--- config.mk ---
export PLATFORM = sky130hd
export DESIGN_NAME = memory_access
export DESIGN_NICKNAME = d
export VERILOG_FILES = /design/src/rtl/mips_pkg.sv /design/src/rtl/dm_watchdog.sv /design/src/rtl/memory_access.sv
export SDC_FILE = /design/constraint.sdc
export NUM_CORES = 1
export LEC_CHECK = 0
export CORE_ASPECT_RATIO = 0.6
export CORE_MARGIN = 2
export CORE_UTILIZATION = 46
export CTS_CLUSTER_DIAMETER = 40
export DETAILED_ROUTE_END_ITERATION = 6
export GPL_ROUTABILITY_DRIVEN = 0
export PLACE_DENSITY = 0.84
export SLEW_MARGIN = 30
export SYNTH_ARGS = -nofsm -noshare
export SYNTH_HDL_FRONTEND = slang
export SYNTH_SLANG_ARGS = --single-unit
--- constraint.sdc ---
create_clock -name clk -period 2.5 [get_ports clk]
set_input_delay 0.375 -clock clk [delete_from_list [all_inputs] [get_ports clk]]
set_output_delay 0.375 -clock clk [all_outputs]
set_load 0.005 [all_outputs]
--- src/rtl/mips_pkg.sv ---
// Shared MIPS pipeline definitions: MEM-stage FSM states, memory-op encodings, zero register.
package mips_pkg;

  typedef enum logic {
    IDLE = 1'b0,
    WAIT = 1'b1
  } state_e;

  // {XM_RDF, XM_RDF2} encodings; XM_RDF=0 is an ALU op or bubble regardless of XM_RDF2
  localparam logic [1:0] MEMOP_SW = 2'b10;
  localparam logic [1:0] MEMOP_LW = 2'b11;

  localparam logic [4:0] REG_ZERO = 5'd0;

endpackage

--- src/rtl/dm_watchdog.sv ---
// Data-memory access watchdog: 8-bit cycle counter that flags the last permitted WAIT cycle.
module dm_watchdog #(
  parameter int unsigned TIMEOUT = 255
) (
  input  logic clk,
  input  logic rst_n,
  input  logic clr_i,
  input  logic en_i,
  output logic expire_o
);

  localparam logic [7:0] LAST = 8'(TIMEOUT - 1);

  logic [7:0] count_q, count_d;

  always_comb begin
    count_d = count_q;
    if (clr_i) begin
      count_d = '0;
    end else if (en_i) begin
      count_d = count_q + 8'd1;
    end
  end

  always_ff @(posedge clk or negedge rst_n) begin
    if (!rst_n) begin
      count_q <= '0;
    end else begin
      count_q <= count_d;
    end
  end

  assign expire_o = (count_q == LAST);

endmodule

--- src/rtl/memory_access.sv ---
// MEM stage: lw/sw over a req/ack data-memory port, upstream stall, MW pipeline register, error flag.
module memory_access
  import mips_pkg::*;
#(
  parameter int unsigned TIMEOUT = 255
) (
  input  logic        clk,
  input  logic        rst,
  input  logic [31:0] ALUout,
  input  logic [31:0] XM_WD,
  input  logic [4:0]  XM_RD,
  input  logic        XM_RDF,
  input  logic        XM_RDF2,
  output logic        stall,
  output logic        dm_req,
  output logic        dm_we,
  output logic [29:0] dm_addr,
  output logic [31:0] dm_wdata,
  input  logic        dm_ack,
  input  logic [31:0] dm_rdata,
  output logic [31:0] MW_DATA,
  output logic [4:0]  MW_RD,
  output logic        MW_RDF,
  output logic        err
);

  state_e      state_q, state_d;
  logic        dm_req_q, dm_req_d;
  logic        dm_we_q, dm_we_d;
  logic [29:0] dm_addr_q, dm_addr_d;
  logic [31:0] dm_wdata_q, dm_wdata_d;
  logic [4:0]  rd_q, rd_d;
  logic        ld_q, ld_d;
  logic [31:0] mw_data_q, mw_data_d;
  logic [4:0]  mw_rd_q, mw_rd_d;
  logic        mw_rdf_q, mw_rdf_d;
  logic        err_q, err_d;
  logic        stall_c;
  logic        is_ld, is_st, is_mem, aligned;
  logic        wd_clr, wd_en, wd_expire;

  dm_watchdog #(.TIMEOUT(TIMEOUT)) u_watchdog (
    .clk      (clk),
    .rst_n    (rst),
    .clr_i    (wd_clr),
    .en_i     (wd_en),
    .expire_o (wd_expire)
  );

  always_comb begin
    is_ld      = ({XM_RDF, XM_RDF2} == MEMOP_LW);
    is_st      = ({XM_RDF, XM_RDF2} == MEMOP_SW);
    is_mem     = is_ld | is_st;
    aligned    = (ALUout[1:0] == 2'b00);
    state_d    = state_q;
    dm_req_d   = dm_req_q;
    dm_we_d    = dm_we_q;
    dm_addr_d  = dm_addr_q;
    dm_wdata_d = dm_wdata_q;
    rd_d       = rd_q;
    ld_d       = ld_q;
    mw_data_d  = mw_data_q;
    mw_rd_d    = mw_rd_q;
    mw_rdf_d   = mw_rdf_q;
    err_d      = err_q;
    stall_c    = 1'b0;
    wd_clr     = (state_q == IDLE);
    wd_en      = (state_q == WAIT);
    case (state_q)
      IDLE: begin
        if (!is_mem) begin
          mw_data_d = ALUout;
          mw_rd_d   = XM_RD;
          mw_rdf_d  = (XM_RD != REG_ZERO);
        end else begin
          mw_data_d = '0;
          mw_rd_d   = REG_ZERO;
          mw_rdf_d  = 1'b0;
          if (aligned) begin
            stall_c    = 1'b1;
            state_d    = WAIT;
            dm_req_d   = 1'b1;
            dm_we_d    = is_st;
            dm_addr_d  = ALUout[31:2];
            dm_wdata_d = XM_WD;
            rd_d       = XM_RD;
            ld_d       = is_ld;
          end else begin
            err_d = 1'b1;
          end
        end
      end
      WAIT: begin
        // Ack takes priority over an expiring watchdog in the same cycle
        if (dm_ack) begin
          state_d  = IDLE;
          dm_req_d = 1'b0;
          if (ld_q) begin
            mw_data_d = dm_rdata;
            mw_rd_d   = rd_q;
            mw_rdf_d  = (rd_q != REG_ZERO);
          end else begin
            mw_data_d = '0;
            mw_rd_d   = REG_ZERO;
            mw_rdf_d  = 1'b0;
          end
        end else if (wd_expire) begin
          state_d   = IDLE;
          dm_req_d  = 1'b0;
          err_d     = 1'b1;
          mw_data_d = '0;
          mw_rd_d   = REG_ZERO;
          mw_rdf_d  = 1'b0;
        end else begin
          stall_c = 1'b1;
        end
      end
      default: state_d = IDLE;
    endcase
  end

  always_ff @(posedge clk or negedge rst) begin
    if (!rst) begin
      state_q    <= IDLE;
      dm_req_q   <= 1'b0;
      dm_we_q    <= 1'b0;
      dm_addr_q  <= '0;
      dm_wdata_q <= '0;
      rd_q       <= REG_ZERO;
      ld_q       <= 1'b0;
      mw_data_q  <= '0;
      mw_rd_q    <= REG_ZERO;
      mw_rdf_q   <= 1'b0;
      err_q      <= 1'b0;
    end else begin
      state_q    <= state_d;
      dm_req_q   <= dm_req_d;
      dm_we_q    <= dm_we_d;
      dm_addr_q  <= dm_addr_d;
      dm_wdata_q <= dm_wdata_d;
      rd_q       <= rd_d;
      ld_q       <= ld_d;
      mw_data_q  <= mw_data_d;
      mw_rd_q    <= mw_rd_d;
      mw_rdf_q   <= mw_rdf_d;
      err_q      <= err_d;
    end
  end

  assign stall    = stall_c & rst;
  assign dm_req   = dm_req_q;
  assign dm_we    = dm_we_q;
  assign dm_addr  = dm_addr_q;
  assign dm_wdata = dm_wdata_q;
  assign MW_DATA  = mw_data_q;
  assign MW_RD    = mw_rd_q;
  assign MW_RDF   = mw_rdf_q;
  assign err      = err_q;

endmodule

Word level (Yosys, flattened, before mapping)
Cells that the tools add are included.

Add/sub/neg operators: 1. Equal/unequal tests: 9. Multiplexer cells: 30. Bitwise operators: 3. Reduce and logical (&&, ||, !) cells: 6.

Operators with widths (count): $mux W32 (4); $pmux W32 S2 (1); $mux W5 (4); $mux W1 (15); $pmux W5 S2 (1); $reduce_bool A5 Y1 (2); $add A8 B1 Y8 const B (1); $eq A8 B8 Y1 const B (1); $mux W8 (1); $ne A2 B2 Y1 const B (4); $pmux W1 S2 (4); $reduce_and A3 Y1 (2); $eq A2 B2 Y1 const B (2); $reduce_and A4 Y1 (1); $ne A3 B2 Y1 const B (1); $logic_not A2 Y1 (1); $ne A2 B1 Y1 const B (1); $and A1 B1 Y1 (1); $not A1 Y1 (1); $or A1 B1 Y1 (1).

Bits in registers: 118. Input port bits: 106. Output and inout port bits: 104. Word-level logic and storage cells: 61.

Depth between registers and ports, before layout
Gate-level depths: netlist (run 1).

Word-level depth: 5. Gate-level depth with buffers: 6. Mapped depth without buffers: 5.

Cells and area by module
A second synthesis (run 1) with hierarchy kept.

Cell total of the unflattened synthesis: 336. Area total of the unflattened synthesis: 4735.8 sq um.

By module, submodules not included: memory_access (times used 1, cells each 295, area each 4325.4 sq um, sequential area each 2752.6 sq um); dm_watchdog (times used 1, cells each 41, area each 410.4 sq um, sequential area each 200.2 sq um).

Worst setup path after synthesis (run 1)
Ideal clock, no wire load.

Path kind: register -> output. Start: register u_watchdog.count_q[0]. End: output port stall. Data arrival time: 1236 ps. Required time: 2125 ps. Setup slack: 889 ps. Cell stages (with the launch flop): 7. Buffers on the path: 1. Cells stage by stage: dfrtp_1 inv_1 ha_1 nand3_1 o21a_1 buf_2 o21a_1.

Longest elaborated chain between the ends: 5.

RTL lines: start, declared (line dm_watchdog.sv:14) `logic [7:0] count_q, count_d;`; start signal, assigned (line dm_watchdog.sv:29) `count_q <= count_d;`; $eq A8 B8 Y1 (line dm_watchdog.sv:33) `assign expire_o = (count_q == LAST);`; $mux W1 (line memory_access.sv:107) `end else if (wd_expire) begin`; $mux W1 (line memory_access.sv:95) `if (dm_ack) begin`; $pmux W1 S2 (line memory_access.sv:69) `case (state_q)`; $and A1 B1 Y1 (line memory_access.sv:150) `assign stall = stall_c & rst;`; end, declared (line memory_access.sv:14) `output logic stall,`.

Every way passes these cells.

Worst setup path in the final report (run 1)
Same ends and word-level chain as after synthesis.

==> metrics, run 1 <==
outcome=finished clean; cell mode on critical path=o21a_1; register share of total power=38.0%; pwr dens=~820 nW/um2; Clock Pin Slew Worst Setup and Hold Paths=0.05 ns; DR pass1 iterations=4; worst vdd ir=0.546 mV; Final Setup Violations=0; worst hold path class=input port to async pin; Mapped Cells=328; largest net degree at the start of global routing=72; layout cells sized above 1=18.7%; combinational share of power=22.5%; Max Buffers Root-to-Sink=2; Setup Fix Bufs, Post-CTS=0; register area share after synthesis=58.5%; DR iter-0 viols=149; total CTS buffers=17; R2R depth=3; GRT overflow=0; Core ar.=roughly 11000 um2; Setup CP Type=register to output port; Clock Root Buffer=clkbuf_16; Netlist Area Pre-Place=~5000 um2; Overall Global Routing Usage=23.4%; critical path launch point type=register; Layout area overhead=55.0%; # clock sinks=approximately 120; Tot Pwr=0.00641 W; Data required, critical path=around 2.1 ns; initial antenna violation count=0; Initial Utilization=~47%; post-route ant nets=0; r2r setup slk=0.62 ns; LEAKAGE=about 3.7 nW; top post-synthesis cells by count=dfrtp_1 (118), mux2_4 (60), a21o_1 (37), a22o_1 (37), buf_2 (9); NetSw=between 0.001 and 0.0015 W; Crit. Startpoint=u_watchdog.count_q[0]$_DFF_PN0_; drt wl/cell=19.6 um; TritonCTS clock tree=done; EDFF count, synth=0; Final Max Slew Viols=0; clock group share of total power=roughly two fifths; Clk Latency, worst-skew pair=approximately 0.40 ns; RSZ-0062 raised after global routing=false; post-synth top area share=58.5%; Final period util=a little over nine tenths; reg-to-reg startpoint=state_q$_DFF_PN0_; Die ar.=~12000 um2; reg2reg end=dm_wdata[31]$_DFFE_PN0P_; measured slew at the worst slew-check pin=0.711 ns; nets=653; Yosys reg bits=118; WP data arrival=about 2 ns; Vias/cell=5.33; Syn Nets=436; # diodes=0; Placed Cells incl. Taps=roughly 660; Async S/R FF share, synth=100%; setup_tns=0 ns; Yosys cell types=35; synth top area cells=dfrtp_1 (58%), mux2_4 (18%), a22o_1 (6.4%); post-layout minimum cycle time=2.37 ns; CP peak stage delay=0.46 ns; Worst Skew=0.00945 ns; synth warn=0; Slew headroom=52.6%; PortBufs=209; HPWL Detailed=about 9.4 mm; I/O pins=210; Synth Flop Type=dfrtp_1; CP max-delay cell=clkdlybuf4s50_1; num rows=29; routed vias=3708; fin cells=696; final WL=13.6 mm; cell breakdown of the critical path=inv_1, ha_1, nand3_2, o21a_1, o21a_1, clkdlybuf4s50_1; Mapped Avg Cell Area=15.4 um2; Final Hold Fails=0; internal power=0.00496 W; crit end category=output port; most common cell in the netlist=dfrtp_1; cell taking the most area after synthesis=dfrtp_1; chip height=approximately 85 um; Max Cap Viol=0; die width=139 um; Clock H-tree levels=4; Fmax=421 MHz; first-pass GRT wire length=21.5 mm; CP max FO=6; sw frac=22.6%; DRC=0; vias in the first global route=4014
-- area by class of cell --
cell class / instances / area [um2]
multi-input combinational: 187 / 1900
clock buffer: 21 / 460
timing repair buffer: 218 / 2170
tap: 139 / 174
inverter: 3 / 11.3
clock inverter: 10 / 153
fill: 672 / 2800
sequential: 118 / 2950
-- flip-flops by register name, indices dropped and copies added, names as in the netlist --
register and count:
rd_q 5, MW_DATA 32, u_watchdog.count_q 8, dm_wdata 32, dm_req 1, dm_addr 30
MW_RDF 1, err 1, state_q 1, dm_we 1, ld_q 1, MW_RD 5
-- layer usage --
layer,up-vias,GRT usage (%),part of all wire [%],wire [um]
li1,1648,-,-,-
met1,1894,30.1,44,5960
met2,156,37.5,47,6350
met3,10,8.86,8.9,1210
met4,0,6.80,0.74,101
met5,-,0,0,0
-- worst max-delay path: cells and delay by family, from the launching register on --
kind / cells / cell delay, ns
compound gates: 2 / 0.39
fa+ha+maj: 1 / 0.15
buf+inv: 2 / 0.54
flops: 1 / 0.45
simple gates: 1 / 0.08
-- power groups by stage --
stage                     Clock [W]  Sequential [W]  Combinational, W
after global placement            0         0.00244           0.00142
after detailed placement          0         0.00246           0.00145
final                       0.00253         0.00244           0.00144
after CTS                   0.00257         0.00244           0.00146
after floorplan                   0         0.00245          0.000524
after global routing        0.00267         0.00247           0.00153
-- worst max-delay path by stage --
stage | end | slack, ns
finish | stall | 0.13
global route | stall | 0.02
CTS | stall | 0.06
detailed placement | stall | 0.16
global placement | stall | 0.17
floorplan | stall | 0.89
-- cells in the final DEF, fill, tap and decap left out, drive strengths merged, types with 2 or more instances in the layout --
cell type and count:
a21o 37, a21oi 3, a22o 37, buf 9
bufinv 4, clkbuf 21, clkdlybuf4s50 208, clkinv 6
dfrtp 118, ha 2, inv 2, mux2 68
nand2 2, nand3 5, nand4 2, nor2 7
o21a 2, o21ai 5, or3 3, or4 2
xor2 2
-- per-stage QoR --
| step | instance area (um2) | hold WS (ns) | util (%) | worst slack [ns] |
|---|---|---|---|---|
| CTS | 7820 | 0.345 | 73.6 | 0.0617 |
| finish | 7830 | 0.353 | 73.6 | 0.127 |
| global route | 7830 | 0.371 | 73.6 | 0.0202 |
| detailed placement | 7200 | 0.241 | 67.7 | 0.159 |
| floorplan | 5050 | 0.0794 | - | 0.889 |
| global placement | 7200 | 0.237 | 67.7 | 0.169 |
-- cell families after synthesis --
group           synth area share (%)
compound gates                  13.7
xor+xnor                       0.520
fa+ha+maj                      0.495
buf+inv                         4.24
flops                           58.5
mux                             19.8
simple gates                    2.75
-- what timing repair did --
item | 4_1_cts | 5_1_grt
setup endpoints to repair | 0 | 1
endpoints found under the hold margin | 13 | 0
gates resized for setup | 0 | 2
hold buffers | 1 | 0
(Power assumes the default switching activity.)
==> inputs of run 2 (changes only) <==
--- a/config.mk
+++ b/config.mk
@@ -12,6 +12,7 @@
 export DETAILED_ROUTE_END_ITERATION = 6
 export GPL_ROUTABILITY_DRIVEN = 0
 export PLACE_DENSITY = 0.84
+export SKIP_LAST_GASP = 1
 export SLEW_MARGIN = 30
 export SYNTH_ARGS = -nofsm -noshare
 export SYNTH_HDL_FRONTEND = slang
==> results of run 2 <==
The final DEF is identical to that of run 1; final timing and power are the same.
